$ cat src/rtl/fixed_to_float_seq_if.sv
// ---------------------------------------------------------------------------
// fixed_to_float_seq_if : Nios multi-cycle handshake bundle for the packer
// Revision: 1.0
// ---------------------------------------------------------------------------
`default_nettype none

interface fixed_to_float_seq_if #(
  parameter int WIDTH = 21
);
  logic             clk_en;
  logic             start;
  logic [WIDTH-1:0] fixed_in;
  logic             done;
  logic             busy;
  logic [31:0]      result;

  modport master (
    output clk_en, start, fixed_in,
    input  done, busy, result
  );

  modport slave (
    input  clk_en, start, fixed_in,
    output done, busy, result
  );
endinterface

`default_nettype wire

$ cat src/rtl/fixed_to_float_seq.sv
// ---------------------------------------------------------------------------
// fixed_to_float_seq : iterative normaliser, unsigned Q1.20 -> IEEE-754 single
// Revision: 1.0
// ---------------------------------------------------------------------------
`default_nettype none

module fixed_to_float_seq #(
  parameter int WIDTH       = 21,
  parameter int FRAC_BITS   = 20,
  parameter int EXP_BIAS    = 127,
  parameter int COARSE_STEP = 4
) (
  input  wire logic           clk,
  input  wire logic           reset_n,
  fixed_to_float_seq_if.slave bus
);

  localparam int         MANT_PAD = 23 - FRAC_BITS;
  localparam logic [7:0] BIAS8    = 8'(EXP_BIAS);
  localparam logic [4:0] STEP5    = 5'(COARSE_STEP);

  typedef enum logic [1:0] {
    S_IDLE = 2'd0,
    S_NORM = 2'd1,
    S_DONE = 2'd2
  } state_t;

  state_t           state_q, state_d;
  logic [WIDTH-1:0] shreg_q, shreg_d;
  logic [4:0]       k_q, k_d;
  logic [31:0]      result_q, result_d;
  logic [7:0]       w_exp;

  // k never exceeds FRAC_BITS, so the 8-bit exponent cannot wrap.
  assign w_exp = BIAS8 - {3'b000, k_q};

  always_comb begin
    state_d  = state_q;
    shreg_d  = shreg_q;
    k_d      = k_q;
    result_d = result_q;
    if (bus.clk_en) begin
      case (state_q)
        S_IDLE: begin
          if (bus.start) begin
            shreg_d = bus.fixed_in;
            k_d     = 5'd0;
            state_d = S_NORM;
          end
        end
        S_NORM: begin
          if (shreg_q == '0) begin
            result_d = 32'h0000_0000;
            state_d  = S_DONE;
          end else if (shreg_q[WIDTH-1]) begin
            result_d = {1'b0, w_exp, shreg_q[FRAC_BITS-1:0], {MANT_PAD{1'b0}}};
            state_d  = S_DONE;
          end else if (shreg_q[WIDTH-1 -: COARSE_STEP] == '0) begin
            shreg_d = shreg_q << COARSE_STEP;
            k_d     = k_q + STEP5;
          end else begin
            shreg_d = shreg_q << 1;
            k_d     = k_q + 5'd1;
          end
        end
        S_DONE: begin
          state_d = S_IDLE;
        end
        default: begin
          state_d = S_IDLE;
        end
      endcase
    end
  end

  always_ff @(posedge clk or negedge reset_n) begin
    if (!reset_n) begin
      state_q  <= S_IDLE;
      shreg_q  <= '0;
      k_q      <= 5'd0;
      result_q <= 32'h0000_0000;
    end else begin
      state_q  <= state_d;
      shreg_q  <= shreg_d;
      k_q      <= k_d;
      result_q <= result_d;
    end
  end

  // Status decodes straight from the state register, so a stall freezes them too.
  assign bus.done   = (state_q == S_DONE);
  assign bus.busy   = (state_q != S_IDLE);
  assign bus.result = result_q;

endmodule

`default_nettype wire
$ cat src/flat_wrapper.sv
// flat-port wrapper written by rule: the top's interface ports become plain ports
module fixed_to_float_seq_flat 
#(
  parameter int WIDTH       = 21,
  parameter int FRAC_BITS   = 20,
  parameter int EXP_BIAS    = 127,
  parameter int COARSE_STEP = 4
)
  (clk, reset_n, bus_clk_en, bus_start, bus_fixed_in, bus_done, bus_busy, bus_result);
  fixed_to_float_seq_if #(.WIDTH(WIDTH)) bus_i ();
  input  wire logic clk;
  input  wire logic reset_n;
  input wire logic [$bits(bus_i.clk_en)-1:0] bus_clk_en;
  input wire logic [$bits(bus_i.start)-1:0] bus_start;
  input wire logic [$bits(bus_i.fixed_in)-1:0] bus_fixed_in;
  output wire logic [$bits(bus_i.done)-1:0] bus_done;
  output wire logic [$bits(bus_i.busy)-1:0] bus_busy;
  output wire logic [$bits(bus_i.result)-1:0] bus_result;
  assign bus_i.clk_en = bus_clk_en;
  assign bus_i.start = bus_start;
  assign bus_i.fixed_in = bus_fixed_in;
  assign bus_done = bus_i.done;
  assign bus_busy = bus_i.busy;
  assign bus_result = bus_i.result;
  fixed_to_float_seq #(.WIDTH(WIDTH), .FRAC_BITS(FRAC_BITS), .EXP_BIAS(EXP_BIAS), .COARSE_STEP(COARSE_STEP)) u_core (.clk(clk), .reset_n(reset_n), .bus(bus_i));
endmodule
$ cat config.mk
export PLATFORM = sky130hd
export DESIGN_NAME = fixed_to_float_seq_flat
export DESIGN_NICKNAME = d
export VERILOG_FILES = /design/src/rtl/fixed_to_float_seq_if.sv /design/src/rtl/fixed_to_float_seq.sv /design/src/flat_wrapper.sv
export SDC_FILE = /design/constraint.sdc
export NUM_CORES = 1
export LEC_CHECK = 0
export CAP_MARGIN = 10
export CORE_MARGIN = 4
export CORE_UTILIZATION = 54
export DETAILED_ROUTE_END_ITERATION = 8
export GPL_TIMING_DRIVEN = 0
export PLACE_DENSITY = 0.89
export SLEW_MARGIN = 20
export SYNTH_ARGS = -nofsm -noshare
export SYNTH_HDL_FRONTEND = slang
export SYNTH_SLANG_ARGS = --single-unit
$ cat constraint.sdc
create_clock -name clk -period 3.3 [get_ports clk]
set_input_delay 0.825 -clock clk [delete_from_list [all_inputs] [get_ports clk]]
set_output_delay 0.825 -clock clk [all_outputs]
set_load 0.01 [all_outputs]
==> results of run 1 <==
## sequential cells by signal, indices dropped and copies added (netlist names)
signal,cells
u_core.bus.result,26
u_core.shreg_q,21
u_core.k_q,5
u_core.state_q,2
## path summary, 6_finish.rpt
kind                               startpoint               endpoint  slack, ns
setup / recovery           u_core.shreg_q[17]          u_core.k_q[3]       0.86
hold / removal                  u_core.k_q[4]  u_core.bus.result[27]       0.49
setup reg to reg           u_core.shreg_q[17]          u_core.k_q[3]       0.86
hold reg to reg                 u_core.k_q[4]  u_core.bus.result[27]       0.49
max in group asynchronous             reset_n  u_core.bus.result[14]       2.32
min in group asynchronous             reset_n          u_core.k_q[1]       0.55
## stage by stage
stage                     cell area, sq um  cells   util
after floorplan                       2610    247      -
after global placement                3200    352  0.711
after detailed placement              3200    352  0.711
after CTS                             3310    360  0.735
after global routing                  3310    360  0.735
final                                 3310    360  0.735
## power groups by stage
stage | clock network (mW) | logic [mW] | registers (mW)
2_1_floorplan | 0 | 0.908 | 1.21
3_3_place_gp | 0 | 1.47 | 1.22
3_5_place_dp | 0 | 1.52 | 1.23
4_1_cts | 0.436 | 1.53 | 1.22
5_1_grt | 0.462 | 1.68 | 1.27
6_report | 0.428 | 1.53 | 1.23
## cells in the mapped netlist (all sizes together), types with 3 or more instances
| library cell | number |
|---|---|
| dfrtp | 54 |
| nand2 | 28 |
| o21ai | 28 |
| a22o | 19 |
| mux2 | 17 |
| a22oi | 14 |
| buf | 14 |
| a21oi | 10 |
| nor2 | 9 |
| clkbuf | 7 |
| nor3 | 7 |
| o2bb2ai | 5 |
| nor4 | 4 |
| nor3b | 3 |
| nor4b | 3 |
| o31ai | 3 |
## cell families after synthesis
logic type      Yosys count
compound gates           84
simple gates             61
flops                    54
buf+inv                  23
mux                      17
fa+ha+maj                 2
other cells               1
xor+xnor                  1
## worst max-delay path, stage by stage (launching register included)
cell and delay [ns]:
dfrtp_1 0.47, nor4_4 0.62, nand4_2 0.30, o31ai_4 0.48
buf_2 0.31, nand2_1 0.10, o31ai_1 0.07
## layout make-up
cell class / count / share of cell area
Tap cell: 52 / 0.0197
Timing Repair Buffer: 53 / 0.160
Inverter: 2 / 0.00227
Clock buffer: 5 / 0.0208
Buffer: 21 / 0.0333
Clock inverter: 3 / 0.0121
Multi-Input combinational cell: 170 / 0.344
Sequential cell: 54 / 0.408
## metal layers
layer  global-route usage  vias to the layer above  wire length, microns
met1                0.308                     1062                  2720
met4               0.0623                        0                    76
li1                     -                     1019                     -
met5                    0                        -                     0
met2                0.339                       89                  3000
met3               0.0433                        7                   472
==> reports/metrics.cfg, run 1 <==
[pwr]
comb_power_share=0.479
seqPwrFrac=0.386
p_sw_mw=1.26
powerDensity_mw_per_mm2=962
p_int_mw=1.93
pwr-share-clk=0.135
p_total_mw=3.18
swShare=0.395
p_leak_nw=1.43
irDropWorstVdd_mv=0.533

[final_layout]
areaGrowthSynthToFinish_pct=27.7
drive_gt1_frac=0.136
final_common_cell=dfrtp_1
multi_input_area_sq_mm=0.00114
nNetsFinal=334
fillers=326
n_antenna_cell=0
final_cell_mix=54 x dfrtp_1, 52 x clkdlybuf4s50_1, 28 x nand2_1
ff_latch_area_sq_mm=0.00135

[logic_synthesis]
synth_top_family_by_area=compound AO/OA/AOI/OAI gates
yosysUniqueCellTypes=35
yosys.area.top_type=dfrtp_1
netlist_area_sq_mm=0.00259
synth_area_leaders=dfrtp_1 52%, mux2_2 7.4%, a22o_1 6.4%
ys_warn_count=0
muxShareOfSynthArea=0.0738
netlist_instances=243
yosys_register_bits=54
synth-compound-area-share=0.225
ys_async_sr_fraction=1.00
synth-simple-area-share=0.120
synth_fa_ha_area_frac=0.00965
synth_xor_area_frac=0.00338
syn_area_per_cell_sq_um=10.7
synthFlopType=dfrtp_1
seq_area_frac_synth=0.521
synth_edf_count=0
synth_top_area_frac=0.521

[clock_tree]
htreeDepth=2
cts.reportedPaths.clkPinSlew_ns=0.09
root_buffer=clkbuf_8
insertion_delay_ns=0.30
cts_buffers=5
cts_resized=0
hold_buffers=0
postCtsSetupBuffers=0
clk_path_buf_depth=2
clkSinkCount=54
cts_tree=yes

[hold_path]
hp-class=reg2reg
hold_depth=1

[route]
vias=2177
ant_nets=0
drc=0
dr.pass1.iters=4
drt_iter0_drc=291
wl_per_cell_microns=17.4
vias_per_cell=6.05
postRouteWirelength_microns=6260

[sta]
setup_slack_ns=0.861
post-route-min-period_ns=2.44
slew_headroom=0.538
finalHoldViolCount=0
skew_ns=0.00389
slew_violations=0
tns_ns=0
period_share=0.739
timing.hold.ws_ns=0.487
max_freq_ghz=0.410
tightest_slew_ns=0.691
rsz0062_at_grt=no
finalSetupViolCount=0

[worst_setup_path]
rr_worst_depth=6
cp.required_ns=3.51
endpoint_kind=flop
critPathLaunchType=flop
critical_path_class=reg2reg
cp_max_fo=10
worstPathArrival_ns=2.65

[grt]
antenna_found_initial=0
grt_max_degree=55
grt_overflow=0
track_usage=0.218
grt_pass1_wl_microns=10300
grt_pass1_vias=2066

[place]
pre_cts_slack_ns=0.594
port_buffers=53
dp_hpwl_microns=4600
gp_congestion=0.912

[floorplanning]
start_util=0.576
pin_count=59
die_area_sq_mm=0.00597
rows=24
chipWidth_microns=77.3
die_h_microns=77.3
coreArea_sq_mm=0.00450

[flow_run]
cap_violations=0

[status]
status=finished, final reports clean

Power figures use the tool's default switching activity.
==> run 2, diff against run 1 <==
Settings changed: CORE_UTILIZATION 54 to 50, PLACE_DENSITY 0.89 to 0.84.
Clock period 3.3 ns to 2.55 ns, I/O delays scaled along.
==> reports/metrics.cfg, run 2 (synthesis results as in run 1) <==
[status]
status=finished, final reports clean

[final_layout]
nNetsFinal=339  ; +1.5%
fillers=393  ; +21%
n_antenna_cell=0  ; unchanged
drive_gt1_frac=0.150  ; +0.0138
final_cell_mix=54 x dfrtp_1, 52 x clkdlybuf4s50_1, 28 x nand2_1
areaGrowthSynthToFinish_pct=29.3
largest_reg_flops=26  ; unchanged
final_common_cell=dfrtp_1
finalNonFillerCells=380  ; +5.6%
post-route-util=0.687  ; -0.0478

[pwr]
powerDensity_mw_per_mm2=1250  ; +30%
irDropWorstVdd_mv=0.599  ; +12%
p_leak_nw=1.45  ; +1.1%
p_total_mw=4.18  ; +31%

[worst_setup_path]
worstPathArrival_ns=2.57  ; -0.08 ns
rr_worst_depth=6  ; unchanged
r2r-end=u_core.shreg_q[17]
r2r_slack_ns=0.20  ; -0.66 ns
critPathLaunchType=flop
critical_path_class=reg2reg
cp_max_fo=10  ; unchanged
cp.depth=6  ; unchanged
critical_path.top_delay_family=simple AND/OR/NAND/NOR gates
cp.required_ns=2.76  ; -0.75 ns
max_stage_delay_ns=0.50  ; -0.12 ns
path_buf_inv=1  ; unchanged
cp_slowest_cell=nor4_4
endpoint_kind=flop
crit-reg2reg-launch=u_core.shreg_q[20]
worstPathCellList=nor4_4 > nand4_2 > o31ai_4 > buf_2 > nand2_1 > o21ai_0
crit_start=u_core.shreg_q[20]

[route]
vias=2270  ; +4.3%
wl_per_cell_microns=18.0  ; +3.4%
drt_iter0_drc=430  ; +48%
drc=0  ; unchanged
dr.pass1.iters=5  ; +1
ant_nets=0  ; unchanged
vias_per_cell=5.97  ; -1.2%
postRouteWirelength_microns=6840  ; +9.2%

[floorplanning]
die_h_microns=80.0  ; +3.5%
coreArea_sq_mm=0.00488  ; +8.3%
die_area_sq_mm=0.00640  ; +7.1%
start_util=0.531  ; -0.0443
pin_count=59  ; unchanged
chipWidth_microns=80.0  ; +3.5%
rows=25  ; +4.2%

[clock_tree]
cts_tree=yes
clkSinkCount=54  ; unchanged
cts.reportedPaths.clkPinSlew_ns=0.11  ; +0.02 ns
cts_buffers=5  ; unchanged
clk_path_buf_depth=2  ; unchanged
root_buffer=clkbuf_8
htreeDepth=2  ; unchanged
insertion_delay_ns=0.32  ; +0.02 ns

[flow_run]
cap_violations=0  ; unchanged

[place]
port_buffers=53  ; unchanged
pre_cts_slack_ns=-0.0161  ; -0.610 ns
dp_hpwl_microns=4710  ; +2.6%
gp_congestion=0.912  ; about the same
dp.cells=367  ; +4.3%

[sta]
max_freq_ghz=0.425  ; +3.6%
tightest_slew_ns=0.758  ; +0.0675 ns
slew_violations=0  ; unchanged
timing.hold.ws_ns=0.352  ; -0.135 ns
period_share=0.923  ; +0.184
finalSetupViolCount=0  ; unchanged
finalHoldViolCount=0  ; unchanged
slew_headroom=0.493  ; -0.0451
rsz0062_at_grt=no
post-route-min-period_ns=2.35  ; -0.0851 ns
setup_slack_ns=0.196  ; -0.665 ns
skew_ns=0.0133  ; +0.00939 ns

[grt]
track_usage=0.214  ; -0.00401
antenna_found_initial=0  ; unchanged
grt_pass1_vias=2091  ; +1.2%
grt_max_degree=55  ; unchanged
grt_overflow=0  ; unchanged
grt_pass1_wl_microns=10500  ; +1.9%

[hold_path]
hp-class=in2async

run 2: changes by cell type in the layout (fill, tap and decap cells not counted), sizes merged:
cell and change:
clkinv +1, bufinv -1, buf +5
run 2: area by class of cell:
type	count	area [sq um]	area share
flip-flops and latches	54	1350	0.403
multi-input cells	170	1140	0.340
repair buffers	58	566	0.169
plain buffers	21	110	0.0328
well taps	67	83.8	0.0250
clock buffers	5	68.8	0.0205
clock inverters	3	26.3	0.00784
inverters	2	7.51	0.00224
run 2: stage by stage:
stage	setup TNS, ns	instance area, sq um
after global placement	-37.56	3220
after CTS	0	3310
after global routing	0	3350
after detailed placement	-0.0461	3220
final	0	3350
after floorplan	0	2610
run 2: power by group:
part	total [mW]	switching (mW)	internal, mW
Combinational	2.08	1.03	1.05
Clock	0.497	0.298	0.199
Sequential	1.61	0.395	1.21
Total	4.18	1.72	2.46
run 2: timing repair:
item / 4_1_cts / 5_1_grt
hold buffers: 0 / 0
setup buffers: 0 / 5
resized for setup: 0 / 0
endpoints found under the setup margin: 0 / 40
run 2: worst max path at each step:
stage | slack, ns | end
2_1_floorplan | 0.55 | u_core.bus.result[15]
5_1_grt | 0.07 | u_core.shreg_q[17]
6_report | 0.20 | u_core.shreg_q[17]
3_3_place_gp | -0.70 | u_core.bus.result[10]
3_5_place_dp | -0.02 | u_core.k_q[3]
4_1_cts | 0.09 | u_core.shreg_q[18]
run 2: metal layers:
metal,vias to the layer above,global-route usage,part of all wire
met5,-,0,0
met4,0,0.0642,0.022
met3,20,0.0372,0.097
met2,129,0.340,0.47
met1,1083,0.298,0.41
li1,1038,-,-
